[src/rtl/stream_minmax_tracker.sv]
// Per-packet min/max tracker over a valid/ready sample stream, built on a
// recursive unsigned comparator (eq/lt). One result beat per packet.

module stream_minmax_cmp #(
  parameter int W = 8
) (
  input  logic [W-1:0] a,
  input  logic [W-1:0] b,
  output logic         eq,
  output logic         lt
);
  if (W == 1) begin : g_leaf
    assign eq = (a[0] == b[0]);
    assign lt = ~a[0] & b[0];
  end else begin : g_split
    localparam int H = W / 2;
    logic eq_hi, lt_hi, eq_lo, lt_lo;

    stream_minmax_cmp #(.W(W - H)) u_hi (
      .a  (a[W-1:H]),
      .b  (b[W-1:H]),
      .eq (eq_hi),
      .lt (lt_hi)
    );

    stream_minmax_cmp #(.W(H)) u_lo (
      .a  (a[H-1:0]),
      .b  (b[H-1:0]),
      .eq (eq_lo),
      .lt (lt_lo)
    );

    // Upper half decides unless it is equal, then the lower half decides.
    assign eq = eq_hi & eq_lo;
    assign lt = lt_hi | (eq_hi & lt_lo);
  end
endmodule

module stream_minmax_tracker #(
  parameter int N     = 8,
  parameter int CNT_W = 8
) (
  input  logic             clk,
  input  logic             rst_n,
  input  logic             in_valid,
  output logic             in_ready,
  input  logic [N-1:0]     in_data,
  input  logic             in_last,
  output logic             out_valid,
  input  logic             out_ready,
  output logic [N-1:0]     out_min,
  output logic [N-1:0]     out_max,
  output logic [CNT_W-1:0] out_min_idx,
  output logic [CNT_W-1:0] out_max_idx,
  output logic [CNT_W-1:0] out_count,
  output logic             out_sat,
  output logic [1:0]       dbg_state
);
  // Handshake: a beat transfers on a rising edge where valid and ready are
  // both high; out_valid never waits on out_ready, and once raised the result
  // fields are frozen until the transfer.

  typedef enum logic [1:0] {
    FIRST = 2'd0,
    ACC   = 2'd1,
    HOLD  = 2'd2
  } state_t;

  localparam logic [CNT_W-1:0] CNT_MAX = '1;

  state_t           state;
  logic [N-1:0]     min_r, max_r;
  logic [CNT_W-1:0] min_idx_r, max_idx_r, cnt_r;
  logic             sat_r;

  logic [N-1:0]     nxt_min, nxt_max;
  logic [CNT_W-1:0] nxt_min_idx, nxt_max_idx, nxt_cnt;
  logic             nxt_sat;

  logic             min_eq, min_lt, max_eq, max_lt;
  logic             min_upd, max_upd;
  logic             in_xfer;

  assign in_xfer   = in_valid & in_ready;
  assign dbg_state = state;

  stream_minmax_cmp #(.W(N)) u_cmp_min (
    .a  (min_r),
    .b  (in_data),
    .eq (min_eq),
    .lt (min_lt)
  );

  stream_minmax_cmp #(.W(N)) u_cmp_max (
    .a  (in_data),
    .b  (max_r),
    .eq (max_eq),
    .lt (max_lt)
  );

  // Strict improvements only, so ties keep the earlier index.
  assign min_upd = ~(min_lt | min_eq);
  assign max_upd = ~(max_lt | max_eq);

  always_comb begin
    nxt_min     = min_r;
    nxt_max     = max_r;
    nxt_min_idx = min_idx_r;
    nxt_max_idx = max_idx_r;
    nxt_cnt     = cnt_r;
    nxt_sat     = sat_r;
    if (state == FIRST) begin
      nxt_min     = in_data;
      nxt_max     = in_data;
      nxt_min_idx = '0;
      nxt_max_idx = '0;
      nxt_cnt     = CNT_W'(1);
      nxt_sat     = 1'b0;
    end else begin
      // cnt_r is this sample's index, pinned at CNT_MAX once saturated.
      if (min_upd) begin
        nxt_min     = in_data;
        nxt_min_idx = cnt_r;
      end
      if (max_upd) begin
        nxt_max     = in_data;
        nxt_max_idx = cnt_r;
      end
      if (cnt_r == CNT_MAX) nxt_sat = 1'b1;
      else                  nxt_cnt = cnt_r + CNT_W'(1);
    end
  end

  always_ff @(posedge clk or negedge rst_n) begin
    if (!rst_n) begin
      state       <= FIRST;
      in_ready    <= 1'b0;
      out_valid   <= 1'b0;
      min_r       <= '0;
      max_r       <= '0;
      min_idx_r   <= '0;
      max_idx_r   <= '0;
      cnt_r       <= '0;
      sat_r       <= 1'b0;
      out_min     <= '0;
      out_max     <= '0;
      out_min_idx <= '0;
      out_max_idx <= '0;
      out_count   <= '0;
      out_sat     <= 1'b0;
    end else begin
      case (state)
        FIRST, ACC: begin
          in_ready <= 1'b1;
          if (in_xfer) begin
            min_r     <= nxt_min;
            max_r     <= nxt_max;
            min_idx_r <= nxt_min_idx;
            max_idx_r <= nxt_max_idx;
            cnt_r     <= nxt_cnt;
            sat_r     <= nxt_sat;
            if (in_last) begin
              state       <= HOLD;
              in_ready    <= 1'b0;
              out_valid   <= 1'b1;
              out_min     <= nxt_min;
              out_max     <= nxt_max;
              out_min_idx <= nxt_min_idx;
              out_max_idx <= nxt_max_idx;
              out_count   <= nxt_cnt;
              out_sat     <= nxt_sat;
            end else begin
              state <= ACC;
            end
          end
        end
        HOLD: begin
          if (out_ready) begin
            state     <= FIRST;
            in_ready  <= 1'b1;
            out_valid <= 1'b0;
            min_r     <= '0;
            max_r     <= '0;
            min_idx_r <= '0;
            max_idx_r <= '0;
            cnt_r     <= '0;
            sat_r     <= 1'b0;
          end
        end
        default: begin
          state     <= FIRST;
          in_ready  <= 1'b0;
          out_valid <= 1'b0;
        end
      endcase
    end
  end
endmodule

[config.mk]
export PLATFORM = sky130hd
export DESIGN_NAME = stream_minmax_tracker
export DESIGN_NICKNAME = d
export VERILOG_FILES = /design/src/rtl/stream_minmax_tracker.sv
export SDC_FILE = /design/constraint.sdc
export NUM_CORES = 1
export LEC_CHECK = 0
export CAP_MARGIN = 10
export CORE_MARGIN = 2
export CORE_UTILIZATION = 50
export DETAILED_ROUTE_END_ITERATION = 16
export PLACE_DENSITY = 0.79
export SLEW_MARGIN = 10
export SYNTH_ARGS = -nofsm -noshare
export SYNTH_HDL_FRONTEND = slang
export SYNTH_HIERARCHICAL = 1
export SYNTH_SLANG_ARGS = --single-unit
[constraint.sdc]
create_clock -name clk -period 3.7 [get_ports clk]
set_input_delay 0.555 -clock clk [delete_from_list [all_inputs] [get_ports clk]]
set_output_delay 0.555 -clock clk [all_outputs]
set_load 0.01 [all_outputs]
### Word level (Yosys, flattened, before mapping)

Cells that the tools add are included.
W data, S select, Z words.

| storage, ports and cells | value |
|---|---|
| register bits after elaboration | 86 |
| bits in read-only memories | 0 |
| latch bits | 0 |
| memories | 0 |
| memory bits (writable) | 0 |

| operators by class | value |
|---|---|
| order comparisons | 0 |
| eq/ne operators | 22 |
| multipliers | 0 |
| shift-type cells | 0 |
| mux-type cells | 37 |
| reductions and logical operators | 7 |
| div/mod/pow operators | 0 |
| add/sub/neg operators | 1 |
| bitwise gates (word level) | 77 |

Operator list:

| cell | count |
|---|---|
| $mux W8 | 16 |
| $pmux W8 S2 | 5 |
| $and A1 B1 Y1 | 45 |
| $eq A1 B1 Y1 | 16 |
| $not A1 Y1 | 16 |
| $or A1 B1 Y1 | 16 |
| $mux W1 | 9 |
| $reduce_and A3 Y1 | 3 |
| $add A8 B1 Y8 const B | 1 |
| $eq A8 B8 Y1 const B | 1 |
| $mux W2 | 3 |
| $ne A2 B2 Y1 const B | 3 |
| $pmux W1 S2 | 3 |
| $pmux W2 S2 | 1 |
| $eq A2 B1 Y1 const B | 1 |
| $eq A2 B2 Y1 const B | 1 |
| $logic_not A2 Y1 | 1 |
| $reduce_and A2 Y1 | 1 |
| $reduce_bool A2 Y1 | 1 |
| $reduce_or A2 Y1 | 1 |

### Logic depth before layout (Yosys ltp)

Gate-level depths: netlist of the first run.

| logic depth | value |
|---|---|
| word-level depth | 13 |
| mapped depth | 9 |
| gate-level depth less buffers | 8 |

### Modules after synthesis

The synthesis of the first run kept the hierarchy.

Modules (own cells, without submodules):

| module | sequential area each (um^2) | instances | cells an instance | area an instance (um^2) |
|---|---|---|---|---|
| stream_minmax_tracker | 2,152.1 | 1 | 344 | 3,926.3 |
| stream_minmax_cmp at u_cmp_max.g_split.u_hi.g_split.u_hi.g_split.u_hi ... | 0.0 | 16 | 2 | 16.3 |
| stream_minmax_cmp at u_cmp_max ... | 0.0 | 14 | 2 | 13.8 |

### Least setup slack after synthesis of the first run

OpenSTA, ideal clock, no wires.

| path | value |
|---|---|
| path kind | in2reg |
| from | in in_data[7] |
| to | reg max_r[6] |
| data arrival time | 2,180 ps |
| library setup time | 121 ps |
| slack | 1,399 ps |
| stages | 9 |
| path buffers | 1 |
| cells stage by stage | inv_1 > ha_1 > and2_1 > and2_1 > and2_1 > nor2_4 > o21ai_4 > buf_6 > a22o_1 |

RTL lines:

| element | RTL line | source |
|---|---|---|
| start, declared | 47 | `input logic [N-1:0] in_data,` |
| $eq A1 B1 Y1 | 13 | `assign eq = (a[0] == b[0]);` |
| via u_cmp_max.g_split.u_hi.g_split.u_hi.g_split.eq_hi | 17 | `logic eq_hi, lt_hi, eq_lo, lt_lo;` |
| $and A1 B1 Y1 | 34 | `assign eq = eq_hi & eq_lo;` |
| via u_cmp_max.g_split.u_hi.g_split.eq_hi | 17 |  |
| $and A1 B1 Y1 | 34 |  |
| via u_cmp_max.g_split.eq_hi | 17 |  |
| $and A1 B1 Y1 | 34 |  |
| via max_eq | 80 | `logic min_eq, min_lt, max_eq, max_lt;` |
| $or A1 B1 Y1 | 103 | `assign max_upd = ~(max_lt \| max_eq);` |
| $mux W8 | 125 | `if (max_upd) begin` |
| $mux W8 | 112 | `if (state == FIRST) begin` |
| $mux W8 | 155 | `if (in_xfer) begin` |
| $pmux W8 S2 | 152 | `case (state)` |
| end signal, assigned | 157 | `max_r <= nxt_max;` |
| end, declared | 72 | `logic [N-1:0] min_r, max_r;` |

The timed path passes the listed nets, and every way through them passes these cells. The select of a mux whose other input is x is not followed.
A chain may end at the register's enable or synchronous reset.

### Worst setup path in the final report of the first run

| path | value |
|---|---|
| from | in in_data[7] |
| to | reg max_r[2] |

Same word-level chain as after synthesis.

==> results by group, run 1 <==
Route
  – Number of vias in the routed layout: ~3,200
  – First-pass DRT Iterations: 5
  – Total Routed Length: ~9400 µm
  – Number of DRC violations after detailed-routing iteration 0: a little over 200
  – Drt drc: 0
  – Number of nets with antenna violations after routing: 0
  – Wire length per cell: between 15 and 20 µm
  – Average via count per standard cell: ~5.7

Setup path
  – CP arrival: about 3.1 ns
  – Peak fanout along the critical path: 9
  – Data required time at the worst endpoint: about 4 ns
  – Critical Path Sink Type: flop
  – Kind of start point of the critical path: primary input
  – CP Class: primary input to flop

Floorplan
  – Effective utilization at floorplan: 51.0%
  – Width of the chip: 97.6 µm
  – Die area: around 0.0095 mm²
  – Core outline area: approximately 0.0086 mm²
  – Cell Rows: 34
  – I/O pin count: 58
  – DIE HEIGHT: 97.6 µm

Timing
  – Final setup fails: 0
  – Achievable frequency: approximately 350 MHz
  – Setup repair after global routing missed its margin: false
  – Slew at the pin with the worst max-slew slack: roughly 1.1 ns
  – Worst clock skew on the final layout: around 0.014 ns
  – Final critical-path setup slack: around 0.86 ns
  – Share of the clock period used by the worst path: 76.8%
  – Final worst path period need: 2.84 ns
  – Aggregate negative setup slack: 0 ns
  – Worst-case headroom to the max-slew limit: between 20% and 30%
  – Final Hold Viols: 0
  – Worst hold slack across all endpoints: 0.410 ns
  – Total count of max-transition violations in the final report: 0

Clock network
  – Clock root buffer: sky130_fd_sc_hd__clkbuf_8
  – Number of H-tree levels: 3
  – TritonCTS clock tree: built
  – Number of clock buffers inserted by TritonCTS: 9
  – Maximum clock insertion buffer count: 2
  – Post-CTS Repair Setup Buffers: 0
  – Clock latency of the later-clocked register in the worst-skew pair: 0.35 ns
  – Hold buffer count at CTS: 0
  – CTS clk-pin slew, worst paths: 0.08 ns
  – Sink Count: 86
  – Total of cells resized after clock tree synthesis: 0

Logic synthesis
  – Synth Area in Adders: a little under 5%
  – Synth Cell Area: ~0.0044 mm²
  – Synth Area in XOR/XNOR: less than 1%
  – Async set or reset register ratio after synthesis: between 90% and 100%
  – Net Count, Synth: approximately 430
  – Simple logic cell fraction of the synthesized area: a little under an eighth
  – Top flip-flop cell by instance count after synthesis: sky130_fd_sc_hd__dfrtp_1
  – Number of library cell types mapped by synthesis: 43
  – Total of warnings raised by yosys: 6
  – Number of synthesized register bits: 86
  – Fraction of the yosys area taken by sequential cells: roughly half
  – Post-synthesis instance total: 404
  – Synthesized-area fraction occupied by ao, oa, aoi and oai cells: 20.7%
  – Number of enable flip-flop cells after synthesis: 0
  – Dominant combinational cell family by area after synthesis: compound AO/OA/AOI/OAI gates
  – Portion of netlist area occupied by mux cells: 8.00%
  – Mapped Avg Cell Area: 10.8 µm²

Status
  – Run status: finished, final reports clean

Global routing
  – Global-route wire length before repair: 15,900 µm
  – Via count of the first global-routing pass: between 3,000 and 4,000
  – Total global-route track usage: 20.6%
  – Initial antenna violation count: 0
  – Maximum number of pins on one net before global-route repair: just under 90
  – Sum of overflow across all layers after global routing: 0

Placement
  – Worst slack after detailed placement: 0.532 ns
  – Port-buffer cells: 57
  – Weighted congestion at the end of routability-driven global placement: about 0.81
  – Detailed placer's ending HPWL: between 6000 and 7000 µm

Power
  – Power density cells: 663 mW/mm²
  – Cell leakage power: about 2.4 nW
  – Worst IR drop on VDD: 0.350 mV

Min path
  – Min-Delay Path Class: primary input to async pin

Finish
  – Area delta synth->final: 16.4%
  – Antenna Cells: 0
  – Count of nets after finishing: between 400 and 500
  – Ratio of cells with drive above 1 in the final layout: roughly 6.2%

Flow run
  – Count of maximum capacitance violations: 0
## logic make-up after synthesis
| family | Yosys count |
|---|---|
| mux | 35 |
| buf+inv | 47 |
| fa+ha+maj | 17 |
| xor+xnor | 1 |
| flops | 86 |
| simple gates | 96 |
| compound gates | 122 |
## per-layer routing
metal	up-vias	part of all wire, %	track usage [%]	wire length [µm]
met5	-	0	0	0
met4	0	1.1	6.73	104
met3	8	4.2	3.67	393
met2	97	50	34.7	4710
met1	1581	45	27.1	4180
li1	1525	-	-	-
## flip-flops by register name, indices dropped and copies added, names as in the netlist, 2 cells and up
name and cells:
out_max 8, max_r 8, min_r 8, out_count 8
cnt_r 8, dbg_state 2, min_idx_r 8, out_min_idx 8
max_idx_r 8, out_min 8, out_max_idx 8
## cell type report
class | count | area (µm²)
fill | 745 | 3500
inverter | 19 | 71.3
timing repair buffer | 59 | 583
sequential | 86 | 2150
multi-input combinational | 271 | 1970
tap | 108 | 135
clock buffer | 12 | 135
clock inverter | 4 | 47.5
## cell usage after synthesis, types with 2 or more instances
cell type / count / area share, %
sky130_fd_sc_hd__inv_1: 19 / 1.6
sky130_fd_sc_hd__o31ai_1: 18 / 3.1
sky130_fd_sc_hd__a21o_1: 14 / 2.4
sky130_fd_sc_hd__nor3_4: 2 / 0.74
sky130_fd_sc_hd__nand2_1: 51 / 4.4
sky130_fd_sc_hd__a22o_1: 33 / 6.6
sky130_fd_sc_hd__dfrtp_1: 86 / 49
sky130_fd_sc_hd__nand4_1: 2 / 0.29
sky130_fd_sc_hd__o21ai_4: 4 / 1.5
sky130_fd_sc_hd__clkbuf_1: 5 / 0.43
sky130_fd_sc_hd__nor2_4: 2 / 0.51
sky130_fd_sc_hd__o21ai_0: 29 / 3.3
sky130_fd_sc_hd__and2_1: 18 / 2.6
sky130_fd_sc_hd__ha_1: 17 / 4.9
sky130_fd_sc_hd__buf_6: 6 / 1.5
sky130_fd_sc_hd__a21oi_1: 11 / 1.3
sky130_fd_sc_hd__buf_4: 5 / 0.86
sky130_fd_sc_hd__o22ai_1: 2 / 0.29
sky130_fd_sc_hd__buf_2: 12 / 1.4
sky130_fd_sc_hd__nor2_1: 8 / 0.69
sky130_fd_sc_hd__nand3_1: 4 / 0.46
sky130_fd_sc_hd__mux2i_1: 35 / 8.0
## layout by cell type, fill, tap and decap left out, types with 2 or more instances in the layout
master	n
sky130_fd_sc_hd__clkbuf_8	9
sky130_fd_sc_hd__and2_1	18
sky130_fd_sc_hd__nand2_1	51
sky130_fd_sc_hd__a21o_1	14
sky130_fd_sc_hd__o22ai_1	2
sky130_fd_sc_hd__a21oi_1	11
sky130_fd_sc_hd__nand3_1	4
sky130_fd_sc_hd__o21ai_0	29
sky130_fd_sc_hd__nor3_4	2
sky130_fd_sc_hd__clkinv_2	2
sky130_fd_sc_hd__buf_4	3
sky130_fd_sc_hd__clkdlybuf4s50_1	56
sky130_fd_sc_hd__a22o_1	33
sky130_fd_sc_hd__mux2i_1	35
sky130_fd_sc_hd__dfrtp_1	86
sky130_fd_sc_hd__nand4_1	2
sky130_fd_sc_hd__clkbuf_1	3
sky130_fd_sc_hd__inv_1	19
sky130_fd_sc_hd__nor2_4	2
sky130_fd_sc_hd__o31ai_1	18
sky130_fd_sc_hd__o21ai_4	4
sky130_fd_sc_hd__nor2_1	8
sky130_fd_sc_hd__ha_1	17
## per-stage QoR
step / total power [mW] / util, % / instance area, µm² / instances
floorplan: 2.29 / - / 4380 / 404
global placement: 2.71 / 57.2 / 4910 / 543
detailed placement: 2.76 / 57.2 / 4910 / 543
CTS: 3.40 / 59.3 / 5100 / 559
global route: 3.61 / 59.3 / 5100 / 559
finish: 3.38 / 59.3 / 5100 / 559
## worst paths after layout
check	end	slack, ns	start	depth (start not counted)
worst max-delay path	max_r[2]$_DFFE_PN0P_	0.86	in_data[7]	9
max in group asynchronous	out_count[5]$_DFFE_PN0P_	2.63	rst_n	1
worst min register to register	out_min_idx[4]$_DFFE_PN0P_	0.48	out_min_idx[4]$_DFFE_PN0P_	2
worst min-delay path	out_min_idx[4]$_DFFE_PN0P_	0.41	rst_n	1
worst max register to register	out_count[3]$_DFFE_PN0P_	1.28	cnt_r[0]$_DFFE_PN0P_	5
min in group clk	out_min_idx[4]$_DFFE_PN0P_	0.48	out_min_idx[4]$_DFFE_PN0P_	2
## critical path, stage by stage
cell	delay, ns
sky130_fd_sc_hd__clkdlybuf4s50_1	0.60
sky130_fd_sc_hd__inv_1	0.08
sky130_fd_sc_hd__ha_1	0.31
sky130_fd_sc_hd__and2_1	0.17
sky130_fd_sc_hd__and2_1	0.17
sky130_fd_sc_hd__and2_1	0.25
sky130_fd_sc_hd__o21ai_4	0.41
sky130_fd_sc_hd__and2_1	0.39
sky130_fd_sc_hd__a22o_1	0.19
## report_power, final
part / switching [mW] / leakage (nW) / internal, mW
combinational: 0.693 / 1.18 / 0.660
sequential: 0.210 / 1.14 / 1.18
clock: 0.326 / 0.0904 / 0.311
total: 1.23 / 2.41 / 2.15
Note: power is estimated with default switching activity, not from simulation.
==> run 2: changes to the inputs <==
PLACE_DENSITY = 0.81   (was 0.79)
clock period = 2.4 ns   (was 3.7 ns; I/O delays follow)
==> results by group, run 2 (synthesis gave the netlist of run 1 again) <==
Floorplan
  – DIE HEIGHT: 97.6 µm
  – Effective utilization at floorplan: roughly half
  – Width of the chip: approximately 98 µm
  – Core outline area: 0.00859 mm²
  – I/O pin count: 58
  – Die area: 0.00952 mm²
  – Cell Rows: 34

Timing
  – Slew at the pin with the worst max-slew slack: between 0.4 and 0.5 ns
  – Share of the clock period used by the worst path: approximately 95%
  – Achievable frequency: roughly 440 MHz
  – Setup repair after global routing missed its margin: false
  – Total count of max-transition violations in the final report: 0
  – Final worst path period need: about 2.3 ns
  – Final setup fails: 0
  – Worst hold slack across all endpoints: just under 0.5 ns
  – Worst-case headroom to the max-slew limit: approximately two thirds
  – Worst clock skew on the final layout: 0.00593 ns
  – Final Hold Viols: 0

Finish
  – Final core area utilization: between 60% and 70%
  – Register area: about 0.0022 mm²
  – Fill count: between 600 and 700
  – Total area of multi-input combinational cells: just under 0.002 mm²
  – Ratio of cells with drive above 1 in the final layout: approximately an eighth
  – Area delta synth->final: 24.2%
  – Post-route insts no fill: 593
  – Count of nets after finishing: slightly above 500
  – Commonest non-fill, non-tap cells in the layout: sky130_fd_sc_hd__dfrtp_1 (86), sky130_fd_sc_hd__clkdlybuf4s50_1 (55), sky130_fd_sc_hd__nand2_1 (51)
  – Most common library cell in the layout ignoring fill and taps: sky130_fd_sc_hd__dfrtp_1
  – Antenna Cells: 0

Global routing
  – Maximum number of pins on one net before global-route repair: 55
  – Initial antenna violation count: 0
  – Sum of overflow across all layers after global routing: 0
  – Total global-route track usage: 21.4%
  – Via count of the first global-routing pass: ~3,500
  – Global-route wire length before repair: 16,600 µm

Status
  – Run status: finished, final reports clean

Route
  – Number of DRC violations after detailed-routing iteration 0: around 180
  – First-pass DRT Iterations: 4
  – Wire length per cell: around 16 µm
  – Total Routed Length: between 9000 and 10,000 µm
  – Drt drc: 0
  – Number of nets with antenna violations after routing: 0
  – Number of vias in the routed layout: around 3,300
  – Average via count per standard cell: 5.60

Clock network
  – Post-CTS Repair Setup Buffers: 0
  – Clock root buffer: sky130_fd_sc_hd__clkbuf_8
  – Clock latency of the later-clocked register in the worst-skew pair: 0.36 ns
  – Number of clock buffers inserted by TritonCTS: 9
  – Maximum clock insertion buffer count: 2
  – Sink Count: 86
  – TritonCTS clock tree: built
  – CTS clk-pin slew, worst paths: 0.09 ns
  – Number of H-tree levels: 3

Setup path
  – Critical Path Sink Type: flop
  – Peak fanout along the critical path: 5
  – Kind of start point of the critical path: primary input
  – Data required time at the worst endpoint: around 2.6 ns
  – CP Class: primary input to flop
  – CP arrival: around 2.5 ns

Power
  – Cell leakage power: 2.62 nW
  – Worst IR drop on VDD: between 0.5 and 0.6 mV
  – Power density cells: 1020 mW/mm²

Placement
  – Weighted congestion at the end of routability-driven global placement: 0.881
  – Detailed placer's ending HPWL: about 7000 µm
  – Placed Cells: 576
  – Port-buffer cells: 57

Flow run
  – Count of maximum capacitance violations: 0

Min path
  – Min-Delay Path Class: flop to flop
[run 2: cell count changes in the layout (fill, tap and decap cells not counted), sizes merged]
| cell | previous run | this run |
|---|---|---|
| clkdlybuf4s50 | 56 | 55 |
| dlymetal6s2s | 0 | 1 |
| buf | 3 | 36 |
| dlygate4sd3 | 0 | 1 |
| clkinv | 2 | 1 |
| clkbuf | 12 | 11 |
| clkinvlp | 1 | 2 |
| inv | 19 | 20 |
[run 2: path summary, 6_finish.rpt]
path	start	cells after the start	slack (ns)	to
setup / recovery	in_data[2]	10	0.13	out_max[4]$_DFFE_PN0P_
hold reg to reg	out_max_idx[7]$_DFFE_PN0P_	2	0.48	out_max_idx[7]$_DFFE_PN0P_
max in group asynchronous	rst_n	3	1.30	out_max[0]$_DFFE_PN0P_
hold / removal	out_max_idx[7]$_DFFE_PN0P_	2	0.48	out_max_idx[7]$_DFFE_PN0P_
min in group asynchronous	rst_n	2	0.49	out_min_idx[5]$_DFFE_PN0P_
setup reg to reg	min_r[1]$_DFFE_PN0P_	9	0.26	out_min[7]$_DFFE_PN0P_
[run 2: repair_timing]
action | CTS | global route
hold buffers | 1 | 0
endpoints found under the setup margin | 0 | 32
resized for setup | 0 | 1
hold endpoints to repair | 32 | 0
[run 2: layout make-up]
cell class | count | share of cell area [%]
Sequential cell | 86 | 39.6
Multi-Input combinational cell | 271 | 36.3
Timing Repair Buffer | 93 | 16.9
Tap cell | 108 | 2.48
Clock buffer | 11 | 2.42
Inverter | 19 | 1.31
Clock inverter | 5 | 1.08
[run 2: worst max-delay path, stage by stage]
cell                              delay [ns]
sky130_fd_sc_hd__clkdlybuf4s50_1        0.59
sky130_fd_sc_hd__inv_1                  0.08
sky130_fd_sc_hd__ha_1                   0.28
sky130_fd_sc_hd__and2_1                 0.15
sky130_fd_sc_hd__a21o_1                 0.16
sky130_fd_sc_hd__a21o_1                 0.25
sky130_fd_sc_hd__o21ai_4                0.16
sky130_fd_sc_hd__buf_4                  0.16
sky130_fd_sc_hd__mux2i_1                0.23
sky130_fd_sc_hd__o21ai_0                0.10
[run 2: report_power, final]
group / total, mW / leakage, nW / switching (mW) / internal [mW]
clock: 1.02 / 0.0899 / 0.533 / 0.484
sequential: 2.07 / 1.14 / 0.258 / 1.82
combinational: 2.47 / 1.39 / 1.19 / 1.28
total: 5.56 / 2.62 / 1.98 / 3.58
[run 2: layer usage]
layer / global-route usage (%) / vias to the layer above / routed length [µm]
met5: 0 / - / 0
met1: 26.4 / 1608 / 4050
met3: 4.96 / 17 / 439
met2: 37.5 / 104 / 4990
li1: - / 1593 / -
met4: 6.30 / 0 / 138
[run 2: per-stage QoR]
step	setup slack, ns	TNS (ns)	total power [mW]	cell area (µm²)
floorplan	0.276	0	3.53	4380
finish	0.125	0	5.56	5440
global placement	-0.238	-9.95	4.48	5240
CTS	0.0804	0	5.59	5440
global route	0.0119	0	5.93	5440
detailed placement	-0.309	-13.69	4.57	5240
==> run 3: changes to the inputs <==
GPL_TIMING_DRIVEN = 0   (was default)
==> results by group, run 3 (synthesis gave the netlist of run 1 again) <==
Setup path
  – Flop2flop setup slack: 0.17 ns
  – Critical Path Sink Type: flop
  – CP Class: flop to flop
  – Cell depth of the worst flop-to-flop path: 9
  – Kind of start point of the critical path: flop
  – Peak fanout along the critical path: 7
  – CP arrival: 2.46 ns
  – Data required time at the worst endpoint: 2.63 ns
  – Launching point of the worst reg2reg path: min_r[1]$_DFFE_PN0P_
  – Terminus of the critical flop-to-flop path: out_min[2]$_DFFE_PN0P_

Placement
  – Weighted congestion at the end of routability-driven global placement: between 0.8 and 0.9
  – Detailed placer's ending HPWL: approximately 7000 µm
  – Port-buffer cells: 57
  – Post-DP Area: about 0.0051 mm²
  – Worst slack after detailed placement: -0.580 ns
  – Placed Cells: 570

Clock network
  – TritonCTS clock tree: built
  – Sink Count: 86
  – CTS clk-pin slew, worst paths: about 0.090 ns
  – Number of H-tree levels: 3
  – Clock latency of the later-clocked register in the worst-skew pair: 0.35 ns
  – Maximum clock insertion buffer count: 2
  – Clock root buffer: sky130_fd_sc_hd__clkbuf_8
  – Number of clock buffers inserted by TritonCTS: 9

Route
  – Number of DRC violations after detailed-routing iteration 0: approximately 160
  – Highest signal layer in the routed design: met4
  – Wire length per cell: about 17 µm
  – M1 wire length: ~4300 µm
  – Met3 routed WL: between 300 and 400 µm
  – Average via count per standard cell: 5.61
  – Number of vias in the routed layout: approximately 3,300
  – Met2 layer wire length in the routed design: 5070 µm
  – Total Routed Length: slightly below 10,000 µm
  – First-pass DRT Iterations: 4
  – Drt drc: 0
  – Number of nets with antenna violations after routing: 0

Power
  – Worst IR drop on VDD: 0.645 mV
  – Power density cells: 1010 mW/mm²
  – Clock network fraction of total power: roughly 17%
  – Net switching component of the power: 1.98 mW
  – Power Internal: between 3 and 4 mW
  – Combinational power share: a little under half
  – Switching fraction of total power: a little over a third
  – Overall power consumption: 5.48 mW
  – Cell leakage power: about 2.6 nW
  – Fraction of power consumed by sequential logic: approximately 38%

Timing
  – Worst clock skew on the final layout: 0.00933 ns
  – Final setup fails: 0
  – Share of the clock period used by the worst path: between 90% and 100%
  – Final critical-path setup slack: roughly 0.17 ns
  – Final worst path period need: between 2 and 2.5 ns
  – Slew at the pin with the worst max-slew slack: a little under 0.6 ns
  – Worst hold slack across all endpoints: approximately 0.40 ns
  – Achievable frequency: 448 MHz
  – Worst-case headroom to the max-slew limit: between 60 and 70%
  – Total count of max-transition violations in the final report: 0
  – Setup repair after global routing missed its margin: false
  – Final Hold Viols: 0

Floorplan
  – Width of the chip: 97.6 µm
  – Die area: between 0.009 and 0.01 mm²
  – Cell Rows: 34
  – DIE HEIGHT: 97.6 µm
  – Effective utilization at floorplan: approximately half
  – I/O pin count: just under 60
  – Core outline area: 0.00859 mm²

Min path
  – Critical hold path startpoint: in_data[3]
  – Worst Hold Depth: 2
  – Min-Delay Path Class: primary input to flop
  – Endpoint with the worst hold slack: max_r[3]$_DFFE_PN0P_

Finish
  – Count of nets after finishing: slightly above 500
  – Post-route insts no fill: around 590
  – Total non-filler cell area in the finished layout: 0.00540 mm²
  – Fill count: approximately 700
  – Most common library cell in the layout ignoring fill and taps: sky130_fd_sc_hd__dfrtp_1
  – Ratio of cells with drive above 1 in the final layout: between 10 and 15%
  – Commonest non-fill, non-tap cells in the layout: sky130_fd_sc_hd__dfrtp_1 (86), sky130_fd_sc_hd__nand2_1 (51), sky130_fd_sc_hd__clkdlybuf4s50_1 (48)
  – Total area of multi-input combinational cells: ~0.002 mm²
  – Antenna Cells: 0
  – Register area: 0.00215 mm²
  – Area delta synth->final: 23.3%

Global routing
  – Via count of the first global-routing pass: 3,462
  – Sum of overflow across all layers after global routing: 0
  – Initial antenna violation count: 0
  – Maximum number of pins on one net before global-route repair: 57
  – Global-route wire length before repair: between 15,000 and 20,000 µm
  – Total global-route track usage: around 22%

Flow run
  – Count of maximum capacitance violations: 0

Status
  – Run status: finished, final reports clean
==> run 3: cell count changes in the layout (fill, tap and decap cells not counted), moves of 2 or more <==
cell	before	now
sky130_fd_sc_hd__clkinv_4	0	2
sky130_fd_sc_hd__dlymetal6s2s_1	1	7
sky130_fd_sc_hd__buf_6	0	6
sky130_fd_sc_hd__clkbuf_1	2	7
sky130_fd_sc_hd__clkdlybuf4s50_1	55	48
sky130_fd_sc_hd__buf_4	30	7
sky130_fd_sc_hd__buf_2	0	12
sky130_fd_sc_hd__buf_12	6	4
==> run 3: layer usage <==
layer,GRT usage (%),vias to the layer above
li1,-,1594
met5,0,-
met1,28.3,1643
met4,5.45,0
met2,38.8,73
met3,3.60,14
==> run 3: timing repair <==
| action | CTS | global route |
|---|---|---|
| setup buffers | 5 | 0 |
| pin swaps | 4 | 0 |
| endpoints found under the hold margin | 30 | 0 |
| hold buffers | 1 | 0 |
| endpoints found under the setup margin | 49 | 43 |
| gates resized for setup | 1 | 7 |
| gates cloned | 0 | 0 |
==> run 3: worst max path at each step <==
| stage | cells past startpoint | slack [ns] | end | startpoint |
|---|---|---|---|---|
| 6_report | 9 | 0.17 | out_min[2]$_DFFE_PN0P_ | min_r[1]$_DFFE_PN0P_ |
| 5_1_grt | 9 | 0.05 | out_min[2]$_DFFE_PN0P_ | min_r[1]$_DFFE_PN0P_ |
| 4_1_cts | 11 | 0.004 | max_r[1]$_DFFE_PN0P_ | in_data[7] |
| 3_5_place_dp | 10 | -0.58 | max_r[7]$_DFFE_PN0P_ | in_data[1] |
| 3_3_place_gp | 1 | -2.06 | out_max[0]$_DFFE_PN0P_ | rst_n |
| 2_1_floorplan | 9 | 0.28 | min_r[6]$_DFFE_PN0P_ | min_r[7]$_DFFE_PN0P_ |
==> run 3: power by group through the flow <==
stage | Sequential (mW) | Combinational (mW) | Clock (mW)
detailed placement | 2.09 | 2.28 | 0
global route | 2.12 | 2.72 | 1.01
global placement | 2.07 | 2.22 | 0
finish | 2.06 | 2.49 | 0.933
floorplan | 2.14 | 1.39 | 0
CTS | 2.06 | 2.49 | 0.958
==> run 3: final cells by class <==
class                           count  share of cell area (%)
Clock buffer                       12                    2.69
Timing Repair Buffer               64                    13.1
Clock inverter                      4                   0.602
Tap cell                          108                    2.50
Buffer                             28                    3.41
Inverter                           19                    1.32
Sequential cell                    86                    39.8
Multi-Input combinational cell    271                    36.5
==> run 3: worst max-delay path: stages (launching register included) <==
cell                      delay (ns)
sky130_fd_sc_hd__dfrtp_1        0.39
sky130_fd_sc_hd__inv_1          0.06
sky130_fd_sc_hd__ha_1           0.31
sky130_fd_sc_hd__a21o_1         0.16
sky130_fd_sc_hd__a21o_1         0.17
sky130_fd_sc_hd__a21o_1         0.28
sky130_fd_sc_hd__o21ai_4        0.25
sky130_fd_sc_hd__buf_12         0.16
sky130_fd_sc_hd__mux2i_1        0.22
sky130_fd_sc_hd__o21ai_0        0.10
==> run 3: metrics by stage <==
stage / TNS, ns / utilization, %
3_5_place_dp: -27.03 / 59.5
5_1_grt: 0 / 62.9
2_1_floorplan: 0 / -
3_3_place_gp: -201.69 / 59.2
6_report: 0 / 62.9
4_1_cts: 0 / 62.7
